**src/rtl/cpu_types_pkg.sv**
```systemverilog
// Shared CPU/RAM types: machine word and the RAM handshake state.
package cpu_types_pkg;

    localparam int unsigned WORD_W = 32;

    typedef logic [WORD_W-1:0] word_t;

    typedef enum logic [1:0] {
        FREE   = 2'd0,
        BUSY   = 2'd1,
        ACCESS = 2'd2,
        ERROR  = 2'd3
    } ramstate_t;

endpackage

```
**src/rtl/mem_arbiter_pkg.sv**
```systemverilog
// Arbiter-local types and sizing helpers.
package mem_arbiter_pkg;

    localparam int unsigned CPUS_DEF = 2;
    localparam int unsigned NREQ_DEF = 2 * CPUS_DEF;

    typedef enum logic {
        IDLE  = 1'b0,
        GRANT = 1'b1
    } arb_state_t;

    // Requester count: one D-port and one I-port per core.
    function automatic int unsigned nreq_of(input int unsigned cpus);
        return 2 * cpus;
    endfunction

endpackage

```
**src/rtl/mem_arbiter_rr_picker.sv**
```systemverilog
// Combinational cyclic priority encoder: first set request at or after i_ptr.
module rr_picker #(
    parameter  int unsigned N  = 4,
    localparam int unsigned PW = (N > 1) ? $clog2(N) : 1
) (
    input  logic [N-1:0]  i_req,
    input  logic [PW-1:0] i_ptr,
    output logic [PW-1:0] o_grant_idx_c,
    output logic          o_valid_c
);

    int unsigned w_idx;

    always_comb begin
        o_grant_idx_c = '0;
        o_valid_c     = 1'b0;
        w_idx         = 0;
        for (int unsigned i = 0; i < N; i++) begin
            w_idx = (32'(i_ptr) + i) % N;
            if (!o_valid_c && i_req[w_idx]) begin
                o_valid_c     = 1'b1;
                o_grant_idx_c = PW'(w_idx);
            end
        end
    end

endmodule

```
**src/rtl/mem_arbiter.sv**
```systemverilog
// Multi-core RAM arbiter with registered round-robin grant held across RAM accesses.
// Optional MEM_ARB_DPRIO_EN: D-ports beat I-ports, separate round-robin per set.
module mem_arbiter
    import cpu_types_pkg::*;
    import mem_arbiter_pkg::*;
#(
    parameter int unsigned CPUS = 2,
    parameter int unsigned AW   = 32
) (
    input  logic                 CLK,
    input  logic                 RST,
    input  logic [CPUS-1:0]      iREN,
    input  logic [CPUS*AW-1:0]   iaddr,
    output logic [CPUS-1:0]      iwait,
    output logic [CPUS*AW-1:0]   iload,
    input  logic [CPUS-1:0]      dREN,
    input  logic [CPUS-1:0]      dWEN,
    input  logic [CPUS*AW-1:0]   daddr,
    input  logic [CPUS*AW-1:0]   dstore,
    output logic [CPUS-1:0]      dwait,
    output logic [CPUS*AW-1:0]   dload,
    output logic                 ramREN,
    output logic                 ramWEN,
    output logic [AW-1:0]        ramaddr,
    output logic [AW-1:0]        ramstore,
    input  logic [AW-1:0]        ramload,
    input  ramstate_t            ramstate,
    output logic                 busy
);

    localparam int unsigned NREQ = nreq_of(CPUS);
    localparam int unsigned PW   = $clog2(NREQ);
    localparam int unsigned CW   = (CPUS > 1) ? $clog2(CPUS) : 1;

    arb_state_t      r_state, w_state_nxt;
    logic [PW-1:0]   r_gnt, w_gnt_nxt;
    logic [NREQ-1:0] w_req;
    logic [PW-1:0]   w_win;
    logic            w_win_valid;
    logic            w_gnt_is_d;
    logic [CW-1:0]   w_gnt_core;
    logic            w_access;

    // Requester vector: even index = D-port, odd index = I-port of core r/2.
    always_comb begin
        w_req = '0;
        for (int unsigned c = 0; c < CPUS; c++) begin
            w_req[2*c]   = dREN[c] | dWEN[c];
            w_req[2*c+1] = iREN[c];
        end
    end

    assign w_gnt_is_d = ~r_gnt[0];
    assign w_gnt_core = CW'(r_gnt >> 1);
    assign w_access   = (r_state == GRANT) && w_req[r_gnt] && (ramstate == ACCESS);

`ifdef MEM_ARB_DPRIO_EN
    logic [CW-1:0]   r_dptr, r_iptr, w_dptr_nxt, w_iptr_nxt;
    logic [CPUS-1:0] w_dreq, w_ireq;
    logic [CW-1:0]   w_d_idx, w_i_idx;
    logic            w_d_valid, w_i_valid;

    always_comb begin
        w_dreq = '0;
        w_ireq = '0;
        for (int unsigned c = 0; c < CPUS; c++) begin
            w_dreq[c] = w_req[2*c];
            w_ireq[c] = w_req[2*c+1];
        end
    end

    rr_picker #(.N(CPUS)) u_dpick (
        .i_req         (w_dreq),
        .i_ptr         (r_dptr),
        .o_grant_idx_c (w_d_idx),
        .o_valid_c     (w_d_valid)
    );

    rr_picker #(.N(CPUS)) u_ipick (
        .i_req         (w_ireq),
        .i_ptr         (r_iptr),
        .o_grant_idx_c (w_i_idx),
        .o_valid_c     (w_i_valid)
    );

    assign w_win       = w_d_valid ? PW'({w_d_idx, 1'b0}) : PW'({w_i_idx, 1'b1});
    assign w_win_valid = w_d_valid | w_i_valid;

    // Only the pointer of the set that just completed advances.
    always_comb begin
        w_dptr_nxt = r_dptr;
        w_iptr_nxt = r_iptr;
        if (w_access) begin
            if (w_gnt_is_d) begin
                w_dptr_nxt = (w_gnt_core == CW'(CPUS-1)) ? '0 : w_gnt_core + CW'(1);
            end else begin
                w_iptr_nxt = (w_gnt_core == CW'(CPUS-1)) ? '0 : w_gnt_core + CW'(1);
            end
        end
    end

    always_ff @(posedge CLK) begin
        if (RST) begin
            r_dptr <= '0;
            r_iptr <= '0;
        end else begin
            r_dptr <= w_dptr_nxt;
            r_iptr <= w_iptr_nxt;
        end
    end
`else
    logic [PW-1:0] r_rr_ptr, w_rr_ptr_nxt;

    rr_picker #(.N(NREQ)) u_pick (
        .i_req         (w_req),
        .i_ptr         (r_rr_ptr),
        .o_grant_idx_c (w_win),
        .o_valid_c     (w_win_valid)
    );

    always_comb begin
        w_rr_ptr_nxt = r_rr_ptr;
        if (w_access) begin
            w_rr_ptr_nxt = (r_gnt == PW'(NREQ-1)) ? '0 : r_gnt + PW'(1);
        end
    end

    always_ff @(posedge CLK) begin
        if (RST) begin
            r_rr_ptr <= '0;
        end else begin
            r_rr_ptr <= w_rr_ptr_nxt;
        end
    end
`endif

    // Next-state: grant is latched in IDLE and held until ACCESS or withdrawal.
    always_comb begin
        w_state_nxt = r_state;
        w_gnt_nxt   = r_gnt;
        case (r_state)
            IDLE: begin
                if (w_win_valid) begin
                    w_state_nxt = GRANT;
                    w_gnt_nxt   = w_win;
                end
            end
            GRANT: begin
                if (!w_req[r_gnt] || (ramstate == ACCESS)) begin
                    w_state_nxt = IDLE;
                end
            end
            default: w_state_nxt = IDLE;
        endcase
    end

    always_ff @(posedge CLK) begin
        if (RST) begin
            r_state <= IDLE;
            r_gnt   <= '0;
        end else begin
            r_state <= w_state_nxt;
            r_gnt   <= w_gnt_nxt;
        end
    end

    // RAM port follows the granted requester's live inputs; only its wait can drop.
    always_comb begin
        ramREN   = 1'b0;
        ramWEN   = 1'b0;
        ramaddr  = '0;
        ramstore = '0;
        iwait    = '1;
        dwait    = '1;
        if ((r_state == GRANT) && w_req[r_gnt]) begin
            if (w_gnt_is_d) begin
                ramWEN   = dWEN[w_gnt_core];
                ramREN   = dREN[w_gnt_core] & ~dWEN[w_gnt_core];
                ramaddr  = daddr[w_gnt_core*AW +: AW];
                ramstore = dstore[w_gnt_core*AW +: AW];
            end else begin
                ramREN   = 1'b1;
                ramaddr  = iaddr[w_gnt_core*AW +: AW];
            end
            if (ramstate == ACCESS) begin
                if (w_gnt_is_d) begin
                    dwait[w_gnt_core] = 1'b0;
                end else begin
                    iwait[w_gnt_core] = 1'b0;
                end
            end
        end
    end

    assign iload = {CPUS{ramload}};
    assign dload = {CPUS{ramload}};
    assign busy  = (r_state == GRANT);

endmodule

```
**config.mk**
```make
export PLATFORM = sky130hd
export DESIGN_NAME = mem_arbiter
export DESIGN_NICKNAME = d
export VERILOG_FILES = /design/src/rtl/cpu_types_pkg.sv /design/src/rtl/mem_arbiter_pkg.sv /design/src/rtl/mem_arbiter_rr_picker.sv /design/src/rtl/mem_arbiter.sv
export SDC_FILE = /design/constraint.sdc
export NUM_CORES = 1
export LEC_CHECK = 0
export ABC_AREA = 1
export CORE_AREA = 10 10 160 162
export CTS_BUF_LIST = sky130_fd_sc_hd__clkbuf_4 sky130_fd_sc_hd__clkbuf_8
export CTS_CLUSTER_DIAMETER = 100
export CTS_CLUSTER_SIZE = 20
export DETAILED_ROUTE_END_ITERATION = 7
export DIE_AREA = 0 0 170 172
export HOLD_SLACK_MARGIN = 0.02
export SYNTH_ARGS = -nofsm -noshare
export SYNTH_HDL_FRONTEND = slang
export SYNTH_SLANG_ARGS = --single-unit
```
**constraint.sdc**
```tcl
create_clock -name CLK -period 2.09 [get_ports CLK]
set_clock_uncertainty 0.1 [all_clocks]
set_input_delay 0.418 -clock CLK [delete_from_list [all_inputs] [get_ports CLK]]
set_output_delay 0.418 -clock CLK [all_outputs]
set_load 0.05 [all_outputs]
```
# [Yosys cells after proc, flatten, opt, wreduce, memory -nomap -nowiden]
# Index checks and enable logic that the tools add are counted.
[totals] regBits=5 output_inout_bits=199 input_bits=234 word_cells=79
[op_classes] eq_ne=2 addsub=4 reduce_logical=12 n_lt_le_gt_ge=7 bitwise_logic=6 n_shift=3 muxes=42
[ops] op="$shiftx 64x7->32" count=3
[ops] op="$mux 32" count=4
[ops] op="$mux 2" count=11
[ops] op="$mux 1" count=20
[ops] op="$lt 2x3->1 const B" count=5
[ops] op="$bmux 1 s2" count=5
[ops] op="$logic_and 1x1->1" count=6
[ops] op="$add 2x1->2 const B" count=2
[ops] op="$add 2x2->2 const B" count=2
[ops] op="$eq 2x2->1 const B" count=2
[ops] op="$logic_not 1->1" count=4
[ops] op="$lt 1x2->1 const B" count=1
[ops] op="$not 1->1" count=2
[ops] op="$not 2->2" count=1
[ops] op="$or 1x1->1" count=2
[ops] op="$pmux 1 s2" count=1
[ops] op="$reduce_and 2->1" count=1
[ops] op="$and 1x1->1" count=1
[ops] op="$demux 1 s1" count=1
[ops] op="$ge 1x1->1 const B" count=1
[ops] op="$logic_or 1x1->1" count=1

# [Longest topological paths before layout]
[logic_depth] ltp_word=15 mapped_depth=12 depth_no_buf=11

# [Hierarchy]
# From an unflattened synthesis, not the netlist that was laid out.
[unflattened] hier_cells=597 hier_area_um2=3315.7
[by_module_without_submodules] mod="mem_arbiter" cells_each=538 n_inst=1 area_each_um2=2996.6 seq_area_each_um2=100.1
[by_module_without_submodules] mod="rr_picker" cells_each=59 n_inst=1 area_each_um2=319.1 seq_area_each_um2=0.0

# [Worst setup path before layout]
# OpenSTA, ideal clock, no wires.
[synth_timing] kind="register -> output" from="register r_gnt[0]" to="output ramstore[12]" t_arrival_ns=2.153 n_path_buf=3 required_ns=1.572 stages_incl_launch_ff=10 path_slack_ns=-0.581 path_cell_list="dfxtp_1 buf_2 inv_2 buf_6 o21ai_1 nor2_1 nor3_4 nand2_2 buf_6 a21oi_1"
[synth_between] elab_chain_len=4 elab_cells_between_ends=5 classes_between="mux (4); reduce/logical (1)"
[synth_lines] item="start: declaration" line_no="mem_arbiter.sv:36" text="logic [PW-1:0] r_gnt, w_gnt_nxt;"
[synth_lines] item="start signal: assignment" line_no="mem_arbiter.sv:163" text="r_gnt <= w_gnt_nxt;"
[synth_lines] item="$bmux 1 s2" line_no="mem_arbiter.sv:175" text="if ((r_state == GRANT) && w_req[r_gnt]) begin"
[synth_lines] item="$mux 1 (not written as such)" line_no="mem_arbiter.sv:175"
[synth_lines] item="$logic_and 1x1->1" line_no="mem_arbiter.sv:175"
[synth_lines] item="$mux 32 *" line_no="mem_arbiter.sv:175"
[synth_lines] item="end: declaration" line_no="mem_arbiter.sv:25" text="output logic [AW-1:0] ramstore,"
# Every way passes the cells marked *; elsewhere a longest branch is shown, timed or not. The select of a mux whose other input is x is not followed.

# [Worst setup path in the final report]
[layout_timing] from="register r_gnt[0]" to="output ramstore[2]"
# The elaborated chain is that of the path after synthesis.

==> run_results.csv <==
group,metric,value,unit
die,die_h,172,um
critical_path,endpoint_kind,"primary output",
grt,grt_max_degree,46,
route,dr_total_vias,4113,
critical_path,rr_startpoint,"r_gnt[0]",
route,first_pass_iters,4,
grt,grt_pass1_wl,26.2,mm
power,seqPwrFrac,3.7,%
timing,period_needed,2310,ps
timing,relSlewSlack,65.3,%
die,ios,433,
power,p_leak,0.00263,uW
grt,antenna_found_initial,0,
logic_synthesis,syn_inst,590,
logic_synthesis,syn-cell-area,3150,um2
clocking,cts_buffer_depth,2,
route,ant_nets,0,
logic_synthesis,synth_nets,829,
placed_design,placed_cells,1014,
die,die_area,29200,um2
timing,drv_slew,0,
die,design.core.area,22400,um2
placed_design,port_buffers,272,
critical_path,ff2ff_setup_slack,240,ps
clocking,clock_sinks,5,
clocking,clockRootBuffer,"clkbuf_8",
logic_synthesis,yosysTopAreaCell,"buf_4",
logic_synthesis,yosysSeqAreaShare,3.18,%
critical_path,startpoint_type,"flip-flop",
worst_hold_path,hold_class,"reg2reg",
power,total_power,3300,uW
power,peakVddDrop,0.351,mV
power,p_switching,1670,uW
logic_synthesis,ys_warn_count,0,
critical_path,critPathArrivalTime,1790,ps
power,p_int,1640,uW
route,drc_errors,0,
critical_path,crit_fanout,8,
worst_hold_path,min_path_cells,4,
timing,fmax,433,MHz
timing,final_hold_viol_count,0,
clocking,clkTransAtPathRegs,40,ps
logic_synthesis,synthTopCellsByArea,"buf_4, nor2_1, nand2_1",
power,p_clk_share,6.1,%
worst_hold_path,min_from,"busy",
die,rows,55,
timing,rsz0062_at_grt,"true",
timing,finalSetupViolCount,70,
cells_and_area,n_fill_cell,2373,
placed_design,dpl.hpwl,15.5,mm
die,start_util,14.1,%
power,switching_share,50.4,%
grt,grt_pass1_vias,4252,
status,run_status,"complete, but fails checks",
route,vias_per_cell,4.00,
logic_synthesis,netlist.area_leader.share,30.5,%
logic_synthesis,ys.flop_type,"dfxtp_1",
grt,grt_use_met1,12.0,%
logic_synthesis,ys_types,21,
route,wire_per_inst,17.9,um
critical_path,worstReg2RegEnd,"r_rr_ptr[1]",
grt,met3_usage,3.94,%
cells_and_area,fin_nets,983,
timing,tightest_slew,515,ps
timing,timing.setup.tns,-12570,ps
logic_synthesis,synth-async-reset-ratio,0,%
route,drt-initial-drc-count,160,
placed_design,post-place-ws,-549,ps
logic_synthesis,avgSynthCellArea,5.34,um2
cells_and_area,final_cells,1029,
critical_path,critPathKind,"reg2out",
grt,grtUsageMet2,20.7,%
timing,hold-worst-slack,547,ps
clocking,cts_inserted_buffers,3,
placed_design,gp_congestion,0.829,
cells_and_area,area_growth,125,%
run,maxCapViolations,0,
power,cellPowerDensity,467,nW/um2
logic_synthesis,yosysMostFrequentCell,"nor2_1",
grt,top_usage_layer,"met2",
critical_path,reg2regPathDepth,11,
critical_path,crit_required,1570,ps
grt,track_usage,11.4,%
worst_hold_path,min_to,"r_gnt[0]",
cells_and_area,drive_above_1_share,28.5,%
clocking,cts_tree,"done",
clocking,clock_latency,230,ps
clocking,holdBufCountCts,0,
clocking,cts_max_level,1,
route,wl,18.4,mm
die,die_w,170,um
logic_synthesis,synth_edf_count,0,
timing,fin_ws,-219,ps
grt,overflow,0,
power,combPwrFrac,90.2,%
status,violations,"setup timing",
logic_synthesis,synth_seq_cells,5,
timing,period_share,110,%
logic_synthesis,synthTopCellsByCount,"nor2_1, buf_4, nand2_1",
logic make-up after synthesis:
family,Yosys count,share of synthesized area [%]
buffers and inverters,178,37.8
AOI/OAI and AO/OA,138,24.2
and+or+nand+nor,263,32.5
adders and majority gates,5,1.99
muxes,1,0.318
DFF,5,3.18
worst max-delay path by stage:
stage,start,cells past startpoint,slack (ps),to
after floorplan,r_gnt[0],9,-90,ramstore[22]
after global placement,iREN[1],9,-550,ramaddr[22]
after detailed placement,iREN[1],9,-550,ramaddr[1]
after CTS,r_gnt[0],9,-250,ramstore[2]
after global routing,r_gnt[0],9,-290,ramstore[11]
final,r_gnt[0],9,-220,ramstore[2]
per-stage QoR:
stage / area (um2) / utilization, %
3_5_place_dp: 6730 / 30.1
2_1_floorplan: 3890 / -
4_1_cts: 7040 / 31.5
5_1_grt: 7070 / 31.6
3_3_place_gp: 6730 / 30.1
6_report: 7070 / 31.6
cell usage in the layout, fill, tap and decap left out, types with 2 or more instances in the layout:
cell | Yosys | layout
clkdlybuf4s15_2 | 0 | 2
nor2_1 | 143 | 137
dfxtp_1 | 5 | 2
inv_2 | 3 | 3
dfxtp_2 | 0 | 2
nand3_1 | 12 | 12
buf_12 | 0 | 73
buf_6 | 4 | 10
nor2_4 | 0 | 3
a21oi_4 | 0 | 65
nand2_4 | 0 | 3
dlygate4sd2_1 | 0 | 2
o21ai_0 | 67 | 66
buf_16 | 0 | 3
clkbuf_2 | 0 | 2
nor2_2 | 0 | 3
clkdlybuf4s50_1 | 0 | 195
ha_1 | 5 | 5
clkbuf_8 | 0 | 3
buf_8 | 0 | 3
nand2_2 | 1 | 4
a21oi_1 | 51 | 5
buf_4 | 128 | 24
inv_1 | 10 | 7
nand2_1 | 104 | 97
repair_timing:
action / in CTS / in global routing
cloned: 3 / 0
gates resized for setup: 47 / 15
endpoints found under the setup margin: 70 / 70
setup buffers: 8 / 1
pin swaps: 8 / 4
layout make-up:
type | instances | area, um2 | share of cell area (%)
Antenna cell | 1 | 2.50 | 0.0354
Clock buffer | 4 | 48.8 | 0.690
Inverter | 13 | 68.8 | 0.973
Multi-Input combinational cell | 407 | 2600 | 36.8
Sequential cell | 5 | 106 | 1.50
Tap cell | 285 | 357 | 5.04
Timing Repair Buffer | 314 | 3880 | 54.9
sequential cells by signal, indices dropped and copies added (netlist names):
signal,count
r_rr_ptr,2
busy,1
r_gnt,2
metal layers:
layer	wire length [um]	part of all wire, %
met5	0	0
met4	499	2.7
met3	1690	9.2
met2	9480	52
met1	6730	37
critical path: stages, from the launching register on:
cell     delay, ps
dfxtp_4        360
buf_6          130
nand2_4         50
a21oi_4         50
nor3_4         220
buf_6          150
nand2_8         80
buf_12         190
a21oi_4        160
buf_12         160
power groups by stage:
stage               Sequential (uW)  Clock, uW  Combinational [uW]
finish                          122        202                2980
global route                    123        211                3160
detailed placement              122          0                2870
global placement                122          0                2850
CTS                             120        205                3010
floorplan                       122          0                2190
(Power assumes the default switching activity.)
